[src/rtl/p_dot_seq_pkg.sv]
// Shared perceptron package: data configuration type, dot-sequencer states and
// saturation bound helpers.
`ifndef DEF_DCONF
`define DEF_DCONF '{sgn: 1'b1, prec: 8'd16}
`endif

package p_dot_seq_pkg;

   localparam int unsigned WIDE_W = 64;

   typedef struct packed {
      logic       sgn;
      logic [7:0] prec;
   } dconf_t;

   typedef enum logic [1:0] {
      IDLE,
      RUN,
      DRAIN,
      DONE
   } dot_state_t;

   // Largest representable value of a configuration, sign-extended to WIDE_W.
   function automatic logic signed [WIDE_W-1:0] sat_max(input dconf_t c);
      logic signed [WIDE_W-1:0] one;
      one = WIDE_W'(1);
      if (c.sgn) return (one <<< (c.prec - 8'd1)) - one;
      else       return (one <<< c.prec) - one;
   endfunction

   function automatic logic signed [WIDE_W-1:0] sat_min(input dconf_t c);
      logic signed [WIDE_W-1:0] one;
      one = WIDE_W'(1);
      if (c.sgn) return -(one <<< (c.prec - 8'd1));
      else       return '0;
   endfunction

endpackage

[src/rtl/p_dot_seq_if.sv]
// Start/operand-read/result bundle between the dot sequencer and its environment.
interface p_dot_seq_if #(
   parameter int unsigned LEN_W  = 5,
   parameter int unsigned ADDR_W = 4,
   parameter int unsigned I1_W   = 16,
   parameter int unsigned I2_W   = 16,
   parameter int unsigned ACC_W  = 16
);
   logic              in_valid;
   logic              in_ready;
   logic [LEN_W-1:0]  len;
   logic [ACC_W-1:0]  bias;
   logic              rd_en;
   logic [ADDR_W-1:0] rd_addr;
   logic [I1_W-1:0]   rd_data1;
   logic [I2_W-1:0]   rd_data2;
   logic              out_valid;
   logic              out_ready;
   logic [ACC_W-1:0]  out;
   logic              ovf;

   modport master (
      output in_valid, len, bias, rd_data1, rd_data2, out_ready,
      input  in_ready, rd_en, rd_addr, out_valid, out, ovf
   );

   modport slave (
      input  in_valid, len, bias, rd_data1, rd_data2, out_ready,
      output in_ready, rd_en, rd_addr, out_valid, out, ovf
   );
endinterface

[src/rtl/p_int_mult.sv]
// Combinational integer multiplier with mixed signedness, saturating into O_CONF.
module p_int_mult
   import p_dot_seq_pkg::*;
#(
   parameter dconf_t I1_CONF = `DEF_DCONF,
   parameter dconf_t I2_CONF = `DEF_DCONF,
   parameter dconf_t O_CONF  = `DEF_DCONF
) (
   input  logic [I1_CONF.prec-1:0] a,
   input  logic [I2_CONF.prec-1:0] b,
   output logic [O_CONF.prec-1:0]  prod,
   output logic                    ovf
);
   localparam int unsigned A_W = I1_CONF.prec;
   localparam int unsigned B_W = I2_CONF.prec;
   localparam int unsigned O_W = O_CONF.prec;
   localparam int unsigned P_W = A_W + B_W + 2;

   logic signed [A_W:0]        a_x;
   logic signed [B_W:0]        b_x;
   logic signed [P_W-1:0]      p_full;
   logic signed [WIDE_W-1:0]   p_w;
   logic signed [WIDE_W-1:0]   o_max;
   logic signed [WIDE_W-1:0]   o_min;

   // One guard bit per operand makes unsigned and signed inputs both exact signed values.
   always_comb begin
      a_x    = I1_CONF.sgn ? {a[A_W-1], a} : {1'b0, a};
      b_x    = I2_CONF.sgn ? {b[B_W-1], b} : {1'b0, b};
      p_full = P_W'(a_x) * P_W'(b_x);
      p_w    = WIDE_W'(p_full);
      o_max  = sat_max(O_CONF);
      o_min  = sat_min(O_CONF);
      prod   = O_W'(p_w);
      ovf    = 1'b0;
      if (p_w > o_max) begin
         prod = O_W'(o_max);
         ovf  = 1'b1;
      end else if (p_w < o_min) begin
         prod = O_W'(o_min);
         ovf  = 1'b1;
      end
   end
endmodule

[src/rtl/p_sat_acc.sv]
// Registered saturating accumulator with sticky overflow; exposes its next state
// so callers can capture the post-update value on the same edge.
module p_sat_acc
   import p_dot_seq_pkg::*;
#(
   parameter dconf_t ACC_CONF = `DEF_DCONF
) (
   input  logic                     clk,
   input  logic                     reset,
   input  logic                     load,
   input  logic [ACC_CONF.prec-1:0] load_val,
   input  logic                     add_en,
   input  logic [ACC_CONF.prec-1:0] add_val,
   input  logic                     add_ovf,
   output logic [ACC_CONF.prec-1:0] acc_nxt_c,
   output logic                     ovf_nxt_c
);
   localparam int unsigned   W       = ACC_CONF.prec;
   localparam bit            SGN     = ACC_CONF.sgn;
   localparam logic [W-1:0]  ACC_MAX = W'(sat_max(ACC_CONF));
   localparam logic [W-1:0]  ACC_MIN = W'(sat_min(ACC_CONF));

   logic [W-1:0] acc_q;
   logic         ovf_q;
   logic [W:0]   a_x;
   logic [W:0]   b_x;
   logic [W:0]   sum;
   logic         sat_hit;

   // Add one bit wider than the accumulator, then clamp on overflow.
   always_comb begin
      a_x       = SGN ? {acc_q[W-1], acc_q} : {1'b0, acc_q};
      b_x       = SGN ? {add_val[W-1], add_val} : {1'b0, add_val};
      sum       = a_x + b_x;
      sat_hit   = SGN ? (sum[W] ^ sum[W-1]) : sum[W];
      acc_nxt_c = acc_q;
      ovf_nxt_c = ovf_q;
      if (load) begin
         acc_nxt_c = load_val;
         ovf_nxt_c = 1'b0;
      end else if (add_en) begin
         if (!sat_hit)            acc_nxt_c = sum[W-1:0];
         else if (SGN && sum[W])  acc_nxt_c = ACC_MIN;
         else                     acc_nxt_c = ACC_MAX;
         ovf_nxt_c = ovf_q | sat_hit | add_ovf;
      end
   end

   always_ff @(posedge clk) begin
      if (reset) begin
         acc_q <= '0;
         ovf_q <= 1'b0;
      end else begin
         acc_q <= acc_nxt_c;
         ovf_q <= ovf_nxt_c;
      end
   end
endmodule

[src/rtl/p_dot_seq.sv]
// Dot-product sequencer: bias + sum(in1[i]*in2[i]) over a fixed-latency read port.
// Define P_DOT_SEQ_RELU_EN to clamp negative signed results to zero on output.
module p_dot_seq
   import p_dot_seq_pkg::*;
#(
   parameter dconf_t      I1_CONF  = `DEF_DCONF,
   parameter dconf_t      I2_CONF  = `DEF_DCONF,
   parameter dconf_t      ACC_CONF = `DEF_DCONF,
   parameter int unsigned VEC_LEN  = 16,
   parameter int unsigned LEN_W    = $clog2(VEC_LEN + 1),
   parameter int unsigned ADDR_W   = (VEC_LEN > 1) ? $clog2(VEC_LEN) : 1
) (
   input  logic         clk,
   input  logic         reset,
   p_dot_seq_if.slave   bus
);
   localparam int unsigned      ACC_W     = ACC_CONF.prec;
   localparam logic [LEN_W-1:0] VEC_LEN_L = LEN_W'(VEC_LEN);

   dot_state_t       state;
   logic [LEN_W-1:0] cnt;
   logic [LEN_W-1:0] len_q;
   logic             p1_vld;
   logic             p2_vld;
   logic [ACC_W-1:0] prod_q;
   logic             mult_ovf_q;
   logic [ACC_W-1:0] mult_prod;
   logic             mult_ovf;
   logic [ACC_W-1:0] acc_nxt_c;
   logic             ovf_nxt_c;
   logic             load_c;

   function automatic logic [ACC_W-1:0] relu(input logic [ACC_W-1:0] v);
`ifdef P_DOT_SEQ_RELU_EN
      return (ACC_CONF.sgn && v[ACC_W-1]) ? '0 : v;
`else
      return v;
`endif
   endfunction

   assign load_c = (state == IDLE) && bus.in_valid;

   p_int_mult #(
      .I1_CONF (I1_CONF),
      .I2_CONF (I2_CONF),
      .O_CONF  (ACC_CONF)
   ) u_mult (
      .a    (bus.rd_data1),
      .b    (bus.rd_data2),
      .prod (mult_prod),
      .ovf  (mult_ovf)
   );

   p_sat_acc #(
      .ACC_CONF (ACC_CONF)
   ) u_acc (
      .clk       (clk),
      .reset     (reset),
      .load      (load_c),
      .load_val  (bus.bias),
      .add_en    (p2_vld),
      .add_val   (prod_q),
      .add_ovf   (mult_ovf_q),
      .acc_nxt_c (acc_nxt_c),
      .ovf_nxt_c (ovf_nxt_c)
   );

   always_ff @(posedge clk) begin
      if (reset) begin
         state         <= IDLE;
         bus.in_ready  <= 1'b1;
         bus.rd_en     <= 1'b0;
         bus.rd_addr   <= '0;
         bus.out_valid <= 1'b0;
         bus.out       <= '0;
         bus.ovf       <= 1'b0;
         cnt           <= '0;
         len_q         <= '0;
         p1_vld        <= 1'b0;
         p2_vld        <= 1'b0;
         prod_q        <= '0;
         mult_ovf_q    <= 1'b0;
      end else begin
         p1_vld <= bus.rd_en;
         p2_vld <= p1_vld;
         if (p1_vld) begin
            prod_q     <= mult_prod;
            mult_ovf_q <= mult_ovf;
         end

         case (state)
            IDLE: begin
               if (bus.in_valid) begin
                  len_q        <= (bus.len > VEC_LEN_L) ? VEC_LEN_L : bus.len;
                  bus.in_ready <= 1'b0;
                  if (bus.len == '0) begin
                     state         <= DONE;
                     bus.out_valid <= 1'b1;
                     bus.out       <= relu(acc_nxt_c);
                     bus.ovf       <= ovf_nxt_c;
                     cnt           <= '0;
                  end else begin
                     state       <= RUN;
                     bus.rd_en   <= 1'b1;
                     bus.rd_addr <= '0;
                     cnt         <= LEN_W'(1);
                  end
               end
            end
            RUN: begin
               if (cnt == len_q) begin
                  bus.rd_en <= 1'b0;
                  state     <= DRAIN;
               end else begin
                  bus.rd_addr <= ADDR_W'(cnt);
                  cnt         <= cnt + LEN_W'(1);
               end
            end
            // Once p1 is empty, p2's last product lands in the accumulator on this edge.
            DRAIN: begin
               if (!p1_vld) begin
                  state         <= DONE;
                  bus.out_valid <= 1'b1;
                  bus.out       <= relu(acc_nxt_c);
                  bus.ovf       <= ovf_nxt_c;
               end
            end
            DONE: begin
               if (bus.out_ready) begin
                  state         <= IDLE;
                  bus.out_valid <= 1'b0;
                  bus.in_ready  <= 1'b1;
               end
            end
            default: state <= IDLE;
         endcase
      end
   end
endmodule

[src/flat_wrapper.sv]
// flat-port wrapper written by rule: the top's interface ports become plain ports
module p_dot_seq_flat import p_dot_seq_pkg::*;
#(
   parameter dconf_t      I1_CONF  = `DEF_DCONF,
   parameter dconf_t      I2_CONF  = `DEF_DCONF,
   parameter dconf_t      ACC_CONF = `DEF_DCONF,
   parameter int unsigned VEC_LEN  = 16,
   parameter int unsigned LEN_W    = $clog2(VEC_LEN + 1),
   parameter int unsigned ADDR_W   = (VEC_LEN > 1) ? $clog2(VEC_LEN) : 1
)
  (clk, reset, bus_in_valid, bus_len, bus_bias, bus_rd_data1, bus_rd_data2, bus_out_ready, bus_in_ready, bus_rd_en, bus_rd_addr, bus_out_valid, bus_out, bus_ovf);
  p_dot_seq_if #(.LEN_W(LEN_W), .ADDR_W(ADDR_W), .I1_W(8), .I2_W(8), .ACC_W(16)) bus_i ();
  input  logic clk;
  input  logic reset;
  input wire logic [$bits(bus_i.in_valid)-1:0] bus_in_valid;
  input wire logic [$bits(bus_i.len)-1:0] bus_len;
  input wire logic [$bits(bus_i.bias)-1:0] bus_bias;
  input wire logic [$bits(bus_i.rd_data1)-1:0] bus_rd_data1;
  input wire logic [$bits(bus_i.rd_data2)-1:0] bus_rd_data2;
  input wire logic [$bits(bus_i.out_ready)-1:0] bus_out_ready;
  output wire logic [$bits(bus_i.in_ready)-1:0] bus_in_ready;
  output wire logic [$bits(bus_i.rd_en)-1:0] bus_rd_en;
  output wire logic [$bits(bus_i.rd_addr)-1:0] bus_rd_addr;
  output wire logic [$bits(bus_i.out_valid)-1:0] bus_out_valid;
  output wire logic [$bits(bus_i.out)-1:0] bus_out;
  output wire logic [$bits(bus_i.ovf)-1:0] bus_ovf;
  assign bus_i.in_valid = bus_in_valid;
  assign bus_i.len = bus_len;
  assign bus_i.bias = bus_bias;
  assign bus_i.rd_data1 = bus_rd_data1;
  assign bus_i.rd_data2 = bus_rd_data2;
  assign bus_i.out_ready = bus_out_ready;
  assign bus_in_ready = bus_i.in_ready;
  assign bus_rd_en = bus_i.rd_en;
  assign bus_rd_addr = bus_i.rd_addr;
  assign bus_out_valid = bus_i.out_valid;
  assign bus_out = bus_i.out;
  assign bus_ovf = bus_i.ovf;
  p_dot_seq #(.I1_CONF(I1_CONF), .I2_CONF(I2_CONF), .ACC_CONF(ACC_CONF), .VEC_LEN(VEC_LEN), .LEN_W(LEN_W), .ADDR_W(ADDR_W)) u_core (.clk(clk), .reset(reset), .bus(bus_i));
endmodule
[config.mk]
export PLATFORM = sky130hd
export DESIGN_NAME = p_dot_seq_flat
export DESIGN_NICKNAME = d
export VERILOG_FILES = /design/src/rtl/p_dot_seq_pkg.sv /design/src/rtl/p_dot_seq_if.sv /design/src/rtl/p_int_mult.sv /design/src/rtl/p_sat_acc.sv /design/src/rtl/p_dot_seq.sv /design/src/flat_wrapper.sv
export SDC_FILE = /design/constraint.sdc
export NUM_CORES = 1
export LEC_CHECK = 0
export CORE_MARGIN = 3
export CORE_UTILIZATION = 30
export CTS_CLUSTER_DIAMETER = 120
export DETAILED_ROUTE_END_ITERATION = 8
export HOLD_SLACK_MARGIN = 0.03
export PLACE_DENSITY = 0.6
export SLEW_MARGIN = 20
export SYNTH_ARGS = -nofsm -noshare
export SYNTH_HDL_FRONTEND = slang
export SYNTH_SLANG_ARGS = --single-unit
[constraint.sdc]
create_clock -name clk -period 8.4 [get_ports clk]
set_input_delay 0.84 -clock clk [delete_from_list [all_inputs] [get_ports clk]]
set_output_delay 0.84 -clock clk [all_outputs]
set_load 0.02 [all_outputs]
==> results of run 1 <==
Yosys cell counts (10+ instances only):
cell type and number:
a31oi_1 12, clkbuf_1 26, nand2_1 52, fa_1 37, xor2_1 15, nand3_1 18
a21oi_1 41, and2_1 55, ha_1 57, a211oi_1 20, dfxtp_1 72, nor2_1 63
o31ai_1 10, nor3_1 10, o21ai_0 27, inv_1 68
final cells by class:
type / instances / share of cell area, %
tap: 265 / 4.57
clock buffer: 11 / 3.21
multi-input combinational: 558 / 58.9
timing repair buffer: 68 / 9.18
inverter: 68 / 3.52
sequential: 72 / 19.9
clock inverter: 5 / 0.794
final timing paths:
check	start	to	slack (ns)	depth (start not counted)
min	u_core.bus.out[4]	u_core.bus.out[4]	0.45	2
max	bus_rd_data1[0]	u_core.prod_q[13]	2.47	16
max reg2reg	u_core.u_acc.acc_q[0]	u_core.bus.out[4]	4.96	10
min reg2reg	u_core.bus.out[4]	u_core.bus.out[4]	0.45	2
flip-flops by register name, indices dropped and copies added (netlist names), 2 cells and up:
name	flops
u_core.bus.out	16
u_core.prod_q	16
u_core.u_acc.acc_q	16
u_core.cnt	5
u_core.len_q	5
u_core.bus.rd_addr	4
u_core.state	2
critical path: cells and delay by family:
family / cells / cell delay [ns]
AND/OR/NAND/NOR: 1 / 0.13
XOR/XNOR: 1 / 0.67
AO/OA/AOI/OAI: 4 / 0.98
adder cells (fa/ha/maj): 5 / 2.48
buffers and inverters: 5 / 1.08
per-stage QoR:
step,setup slack (ns),area (um^2),utilization [%]
floorplan,3.23,6100,-
global placement,2.36,6960,35.3
detailed placement,2.09,6960,35.3
CTS,2.42,7250,36.8
global route,2.00,7250,36.8
finish,2.47,7250,36.8
cell usage in the layout, fill, tap and decap left out, drive strengths merged, types with 15 or more instances in the layout:
master,instances
a211oi,20
a21oi,42
and2,56
clkdlybuf4s50,63
dfxtp,72
fa,37
ha,57
inv,68
nand2,52
nand3,18
nor2,63
o21ai,30
xor2,15
power breakdown:
part / switching [mW] / internal (mW) / leakage, nW / total, mW
clock: 0.149 / 0.230 / 0.143 / 0.379
combinational: 0.621 / 0.433 / 2.36 / 1.05
sequential: 0.0620 / 0.426 / 0.589 / 0.488
total: 0.831 / 1.09 / 3.09 / 1.92
metal layers:
| layer | global-route usage [%] | up-vias | share of wire, % |
|---|---|---|---|
| met5 | 0 | - | 0 |
| met4 | 3.65 | 0 | 1.3 |
| met3 | 2.13 | 16 | 4.6 |
| met2 | 20.1 | 119 | 42 |
| met1 | 19.4 | 2364 | 52 |
| li1 | - | 2663 | - |
cell families (layout without fill, tap and decap cells):
logic type	count (synthesis)	in the layout
and+or+nand+nor	252	252
muxes	2	2
AOI/OAI and AO/OA	187	187
DFF	72	72
buffers and inverters	98	152
adders and majority gates	94	94
xor gates and xnor gates	23	23
==> impl_metrics.tcl, run 1 <==
set metrics [dict create \
    yosysUniqueCellTypes 63 \
    status "completed" \
    fp.dieH_um 149 \
    totalWireLength_mm 14.6 \
    cts.sinks 72 \
    slowest_stage "xnor2_1" \
    yosysTopAreaCell "dfxtp_1" \
    slowest_delay_ns 0.67 \
    finalSetupTns_ns 0 \
    place.port_buffers 64 \
    ir_worst_vdd_uv 128 \
    postSynthCellCount 728 \
    synthMuxAreaShare_pct 0.328 \
    skew_ns 0.0101 \
    maxSlewViolCount 0 \
    antenna_found_initial 0 \
    nFillCells 2050 \
    ys_ff_latch 72 \
    rsz0062_at_grt "no" \
    cts_tree "yes" \
    multi_input_area_um2 4270 \
    die_w_um 149 \
    synth.area.top_cells "dfxtp_1 24%, fa_1 12%, ha_1 12%" \
    dp.cells 1031 \
    synth_top_area_share_pct 23.6 \
    fmax_mhz 169 \
    ys_async_sr_fraction_pct 0 \
    grt_pass1_wl_mm 24.4 \
    syn_avg_cell_area_um2 8.38 \
    path_cells "clkdlybuf4s50_1 > nand2_1 > fa_1 > fa_1 > inv_1 > fa_1 > inv_1 > fa_1 > inv_1 > ha_1 > o211ai_1 > a211oi_1 > o31ai_1 > xnor2_1 > inv_1 > a311oi_1" \
    worstMarginPinSlew_ns 1.10 \
    overflow 0 \
    synth_top_family_by_area "adder cells" \
    path_clk_slew_ns 0.06 \
    worstSetupPathType "primary input to flip-flop" \
    crit_path_end_kind "flip-flop" \
    total_power_mw 1.92 \
    worstSkewPairLatency_ns 0.34 \
    ys.flop_type "dfxtp_1" \
    synth-edff-count 0 \
    fin_hold_ws_ns 0.454 \
    drive_gt1_share_pct 4.09 \
    path_max_fanout 10 \
    numCtsBuffers 9 \
    synth_nets 863 \
    cts_setup_buffers 0 \
    htree_levels 3 \
    slew_headroom_pct 26.1 \
    cp.arrival_ns 6.18 \
    vias 5162 \
    vias_per_cell 4.93 \
    rows 51 \
    synth-simple-area-share_pct 21.4 \
    post_cts_resized 0 \
    io_pins 65 \
    leakagePower_nw 3.09 \
    dr.pass1.iters 5 \
    synth_xor_area_share_pct 3.30 \
    synth_fa_ha_area_share_pct 23.8 \
    ant_nets 0 \
    postCtsHoldBufs 0 \
    cap_violations 0 \
    finalCriticalPeriod_ns 5.93 \
    seqCellArea_um2 1440 \
    synth_area_um2 6100 \
    finalCritPeriodShare_pct 70.6 \
    drt-wirelength-per-cell_um 13.9 \
    place_congestion 0.891 \
    place_hpwl_mm 11.2 \
    clk_path_buf_depth 2 \
    drt_iter0_markers 261 \
    initial_utilization_pct 30.9 \
    setup_viol 0 \
    powerDensity_nw_per_um2 265 \
    synth_compound_area_share_pct 21.1 \
    cts-root-buf "clkbuf_16" \
    seq_area_frac_synth_pct 23.6 \
    diodes 0 \
    fin_nets 912 \
    fin_cells 1047 \
    hold_violations 0 \
    grt_start_max_net_pins 53 \
    ys_warn_count 0 \
    grt_pass1_vias 4889 \
    core_area_um2 19700 \
    track_usage_pct 13.2 \
    hp-class "flip-flop to flip-flop" \
    die_area_um2 22100 \
    syn_to_final_growth_pct 19.0 \
    cp.required_ns 8.64 \
    start_kind "primary input" \
    drc 0 \
]
Note: power is estimated with default switching activity, not from simulation.
==> run 2: changes to the inputs <==
- clock period: 8.4 -> 5.5 ns (I/O delays scaled with it)
==> run 2 against run 1 <==
- critical path depth grew 1
- sequential power grew 53%
- clock skew down 0.0033 ns
- combinational power rose by 53%
- non-clock buffer count rose by 16
- largest power group unchanged
- utilization is 0.60 points higher
- sequential share of layout area fell by 0.32 points
- cell count is 1.5% higher
- first-iteration DRC count shrank 0.77%
- via count up 0.48%
==> impl_metrics.tcl, run 2 (synthesis results as in run 1) <==
set metrics [dict create \
    cp.arrival_ns 5.32 \
    fp.dieH_um 149 \
    cap_violations 0 \
    fmax_mhz 197 \
    leakagePower_nw 3.16 \
    place_congestion 0.893 \
    slowest_delay_ns 0.57 \
    htree_levels 3 \
    ant_nets 0 \
    slowest_stage "clkdlybuf4s50_1" \
    cp.required_ns 5.75 \
    most-common-layout-cells "72 x dfxtp_1, 68 x inv_1, 63 x nor2_1, 63 x clkdlybuf4s50_1, 57 x ha_1" \
    start_kind "primary input" \
    skew_ns 0.00676 \
    hold_start "u_core.bus.out[4]" \
    placedInstanceArea_um2 7080 \
    min_to "u_core.bus.out[4]" \
    drc 0 \
    reg.largest.list "u_core.bus.out (16), u_core.prod_q (16), u_core.u_acc.acc_q (16)" \
    die_area_um2 22100 \
    syn_to_final_growth_pct 20.9 \
    finalCritPeriodShare_pct 92.3 \
    grt_start_max_net_pins 53 \
    layout_commonest_cell "dfxtp_1" \
    totalWireLength_mm 14.8 \
    finalCriticalPeriod_ns 5.08 \
    rsz0062_at_grt "no" \
    fin_area_um2 7370 \
    powerDensity_nw_per_um2 396 \
    io_pins 65 \
    hp-class "flip-flop to flip-flop" \
    overflow 0 \
    r2r_start "u_core.u_acc.acc_q[0]" \
    vias_per_cell 4.88 \
    cts_setup_buffers 0 \
    status "completed" \
    cts.sinks 72 \
    slew_headroom_pct 30.6 \
    postCtsHoldBufs 0 \
    clk_path_buf_depth 2 \
    path_cells "clkdlybuf4s50_1 > and2_1 > fa_1 > fa_1 > fa_1 > inv_1 > fa_1 > inv_1 > ha_1 > or2_2 > a21oi_1 > a211oi_1 > o31ai_1 > xnor2_1 > buf_4 > nor2_1 > a211oi_1" \
    path_clk_slew_ns 0.06 \
    crit_path_end_kind "flip-flop" \
    nFillCells 2001 \
    post_cts_resized 0 \
    drt_iter0_markers 259 \
    crit_top_cell "fa_1" \
    cts_tree "yes" \
    diodes 0 \
    finalSetupTns_ns 0 \
    reg2regPathDepth 10 \
    place_hpwl_mm 11.4 \
    rows 51 \
    crit_family "adder cells" \
    cts-root-buf "clkbuf_16" \
    vias 5187 \
    drt-wirelength-per-cell_um 13.9 \
    fin_nets 928 \
    worstSkewPairLatency_ns 0.33 \
    place.port_buffers 64 \
    dr.pass1.iters 4 \
    die_w_um 149 \
    antenna_found_initial 0 \
    initial_utilization_pct 30.9 \
    grt_pass1_wl_mm 25.0 \
    hold_violations 0 \
    ir_worst_vdd_uv 180 \
    drive_gt1_share_pct 6.39 \
    grt_pass1_vias 4979 \
    maxSlewViolCount 0 \
    core_area_um2 19700 \
    path_max_fanout 8 \
    regToRegSetupSlack_ns 2.26 \
    whs_path_depth 2 \
    track_usage_pct 13.6 \
    setup_viol 0 \
    path_buf_inv 4 \
    worstSetupPathType "primary input to flip-flop" \
    reg2reg_to "u_core.bus.out[4]" \
    worstMarginPinSlew_ns 1.04 \
    numCtsBuffers 9 \
]
[run 2: changes by cell type in the layout (fill, tap and decap cells not counted), sizes merged]
cell / change
bufinv: -1
buf: +16
clkinv: -1
clkbuf: -1
clkinvlp: +3
[run 2: worst max-delay path by stage]
stage	from	slack, ns	end	cells after the start
2_1_floorplan	bus_rd_data1[1]	0.62	u_core.prod_q[14]	15
5_1_grt	bus_rd_data2[5]	0.13	u_core.prod_q[13]	16
6_report	bus_rd_data2[5]	0.42	u_core.prod_q[8]	17
4_1_cts	bus_rd_data2[5]	0.39	u_core.prod_q[8]	17
3_3_place_gp	bus_rd_data2[5]	0.15	u_core.prod_q[8]	17
3_5_place_dp	bus_rd_data2[5]	0.06	u_core.prod_q[8]	17
[run 2: metal layers]
metal  routed length (um)  global-route usage (%)  share of wire, %  up-vias
met5                    0                       0                 0        -
met4                  157                    3.09               1.1        0
met3                  553                    2.25               3.7       13
met2                 6450                    21.4                44      106
met1                 7660                    19.6                52     2374
li1                     -                       -                 -     2694
[run 2: power by group]
group / total, mW / leakage [nW] / switching, mW / internal (mW)
logic: 1.61 / 2.44 / 0.946 / 0.669
registers: 0.748 / 0.589 / 0.0975 / 0.650
clock network: 0.553 / 0.131 / 0.235 / 0.318
[run 2: layout make-up]
cell class	instances	area, um^2	area share (%)
clock buffer	10	239	3.24
multi-input combinational	558	4270	58.0
timing repair buffer	84	786	10.7
inverter	68	255	3.46
tap	265	332	4.50
sequential	72	1440	19.6
clock inverter	6	45.0	0.611
[run 2: worst min-delay path, stage by stage, from the launching register on]
cell and delay [ns]:
dfxtp_1 0.31, nand2_1 0.05, a21oi_1 0.05
[run 2: through the flow]
stage | hold slack [ns] | util [%] | std cells | total power [mW] | worst slack, ns
2_1_floorplan | 0.426 | - | 728 | 1.93 | 0.620
3_3_place_gp | 0.440 | 35.9 | 1047 | 2.36 | 0.148
3_5_place_dp | 0.453 | 35.9 | 1047 | 2.37 | 0.0563
4_1_cts | 0.460 | 37.4 | 1063 | 2.94 | 0.394
5_1_grt | 0.485 | 37.4 | 1063 | 3.18 | 0.132
6_report | 0.458 | 37.4 | 1063 | 2.92 | 0.425
==> run 3: changes to the inputs <==
- CORE_MARGIN: 3 -> 5
==> run 3 against run 2 <==
- worst setup slack improved by 0.089 ns
- register-to-register slack got worse by 0.02 ns
- combinational power barely moved
- cell area rose by 0.42%
- clock-buffer cell count did not move
- die area rose by 5.5%
- first-iteration DRC count fell by 14%
- critical path type unchanged
- highest routed layer unchanged
- fmax rose by 1.8%
- clock skew rose by 0.00063 ns
- global-route usage fell by 1.0 points
- largest power group unchanged
- hold slack barely moved
==> impl_metrics.tcl, run 3 (synthesis results as in run 1) <==
set metrics [dict create \
    clkPwrFrac_pct 20.4 \
    fin_nets 928 \
    diodes 0 \
    cts.sinks 72 \
    core_area_um2 20100 \
    fmax_mhz 201 \
    grt_start_max_net_pins 53 \
    path_clk_slew_ns 0.06 \
    layout_commonest_cell "dfxtp_1" \
    die_area_um2 23300 \
    fp.dieH_um 153 \
    finalSetupTns_ns 0 \
    io_pins 65 \
    clk_path_buf_depth 2 \
    drc 0 \
    grt_pass1_vias 4969 \
    slew_headroom_pct 30.3 \
    worstSetupPathType "primary input to flip-flop" \
    rows 52 \
    met2_wirelength_mm 6.32 \
    start_kind "primary input" \
    postLayoutCoreUtil_pct 36.8 \
    cts-root-buf "clkbuf_16" \
    hp-class "flip-flop to flip-flop" \
    cp.arrival_ns 5.24 \
    setup_viol 0 \
    reg.largest.list "u_core.bus.out (16), u_core.prod_q (16), u_core.u_acc.acc_q (16)" \
    p_comb_share_pct 53.9 \
    worstSkewPairLatency_ns 0.34 \
    postCtsHoldBufs 0 \
    cap_violations 0 \
    drt_iter0_markers 222 \
    p_int_mw 1.68 \
    regToRegSetupSlack_ns 2.24 \
    crit_path_end_kind "flip-flop" \
    post_cts_resized 0 \
    fin_hold_ws_ns 0.458 \
    place.port_buffers 64 \
    track_usage_pct 12.6 \
    skew_ns 0.00739 \
    place_congestion 0.824 \
    syn_to_final_growth_pct 21.4 \
    leakagePower_nw 3.18 \
    drt-met1-wl_mm 7.82 \
    drt-wirelength-per-cell_um 13.9 \
    dr.pass1.iters 4 \
    setup_slack_ns 0.514 \
    finalCritPeriodShare_pct 90.6 \
    seq_power_share_pct 25.7 \
    antenna_found_initial 0 \
    ant_nets 0 \
    most-common-layout-cells "71 x dfxtp_1, 68 x inv_1, 63 x nor2_1, 63 x clkdlybuf4s50_1, 57 x ha_1" \
    powerDensity_nw_per_um2 400 \
    htree_levels 3 \
    drive_gt1_share_pct 6.52 \
    status "completed" \
    totalWireLength_mm 14.9 \
    hold_violations 0 \
    vias 5269 \
    die_w_um 153 \
    cts_setup_buffers 0 \
    cts_tree "yes" \
    cp.required_ns 5.75 \
    topRoutingLayerUsed "met4" \
    worstMarginPinSlew_ns 1.04 \
    place_hpwl_mm 11.5 \
    initial_utilization_pct 30.3 \
    finalCriticalPeriod_ns 4.99 \
    switching_power_mw 1.28 \
    numCtsBuffers 9 \
    overflow 0 \
    rsz0062_at_grt "no" \
    maxSlewViolCount 0 \
    place_ws_ns 0.137 \
    switching_share_pct 43.2 \
    grt_pass1_wl_mm 24.9 \
    path_max_fanout 8 \
    vias_per_cell 4.93 \
    ir_worst_vdd_uv 159 \
    dr_wl_met3_um 561 \
]
## run 3: cell count changes in the layout (fill, tap and decap cells not counted)
cell,delta
bufinv_16,+1
clkinv_4,+1
clkinvlp_4,-2
dfxtp_1,-1
dfxtp_2,+1
## run 3: stage by stage
step                power [mW]  cells  area (um^2)
finish                    2.96   1068         7400
global route              3.22   1068         7400
CTS                       2.98   1068         7400
detailed placement        2.36   1052         7090
global placement          2.36   1052         7090
floorplan                 1.93    728         6100
## run 3: critical path, stage by stage
cell and delay, ns:
clkdlybuf4s50_1 0.46, and2_1 0.18, fa_1 0.50, fa_1 0.52, fa_1 0.54, inv_1 0.06, fa_1 0.52, inv_1 0.04
ha_1 0.32, or2_2 0.30, a21oi_1 0.19, a211oi_1 0.09, o31ai_1 0.30, xnor2_1 0.20, buf_4 0.20, nor2_1 0.05
a211oi_1 0.21
## run 3: power groups by stage
stage	combinational [mW]	clock [mW]	sequential (mW)
6_report	1.59	0.604	0.762
5_1_grt	1.81	0.634	0.779
4_1_cts	1.60	0.614	0.761
3_5_place_dp	1.59	0	0.770
3_3_place_gp	1.59	0	0.771
2_1_floorplan	1.14	0	0.784
## run 3: area by class of cell
| cell class | instances | area [um^2] |
|---|---|---|
| clock inverters | 6 | 68.8 |
| repair buffers | 84 | 786 |
| well taps | 270 | 338 |
| flip-flops and latches | 72 | 1440 |
| fillers | 2099 | 12700 |
| multi-input cells | 558 | 4270 |
| inverters | 68 | 255 |
| clock buffers | 10 | 239 |
## run 3: worst paths after layout
kind                                             from                     to  cells after the start
worst max-delay path                  bus_rd_data2[7]       u_core.prod_q[1]                     17
worst min-delay path               u_core.u_acc.ovf_q     u_core.u_acc.ovf_q                      2
worst max register to register  u_core.u_acc.acc_q[1]  u_core.u_acc.acc_q[8]                      8
worst min register to register     u_core.u_acc.ovf_q     u_core.u_acc.ovf_q                      2
## run 3: routing by layer
layer  GRT usage [%]  vias up
met1            18.9     2463
met5               0        -
met4            3.22        0
met2            19.0       94
met3            1.62       12
li1                -     2700
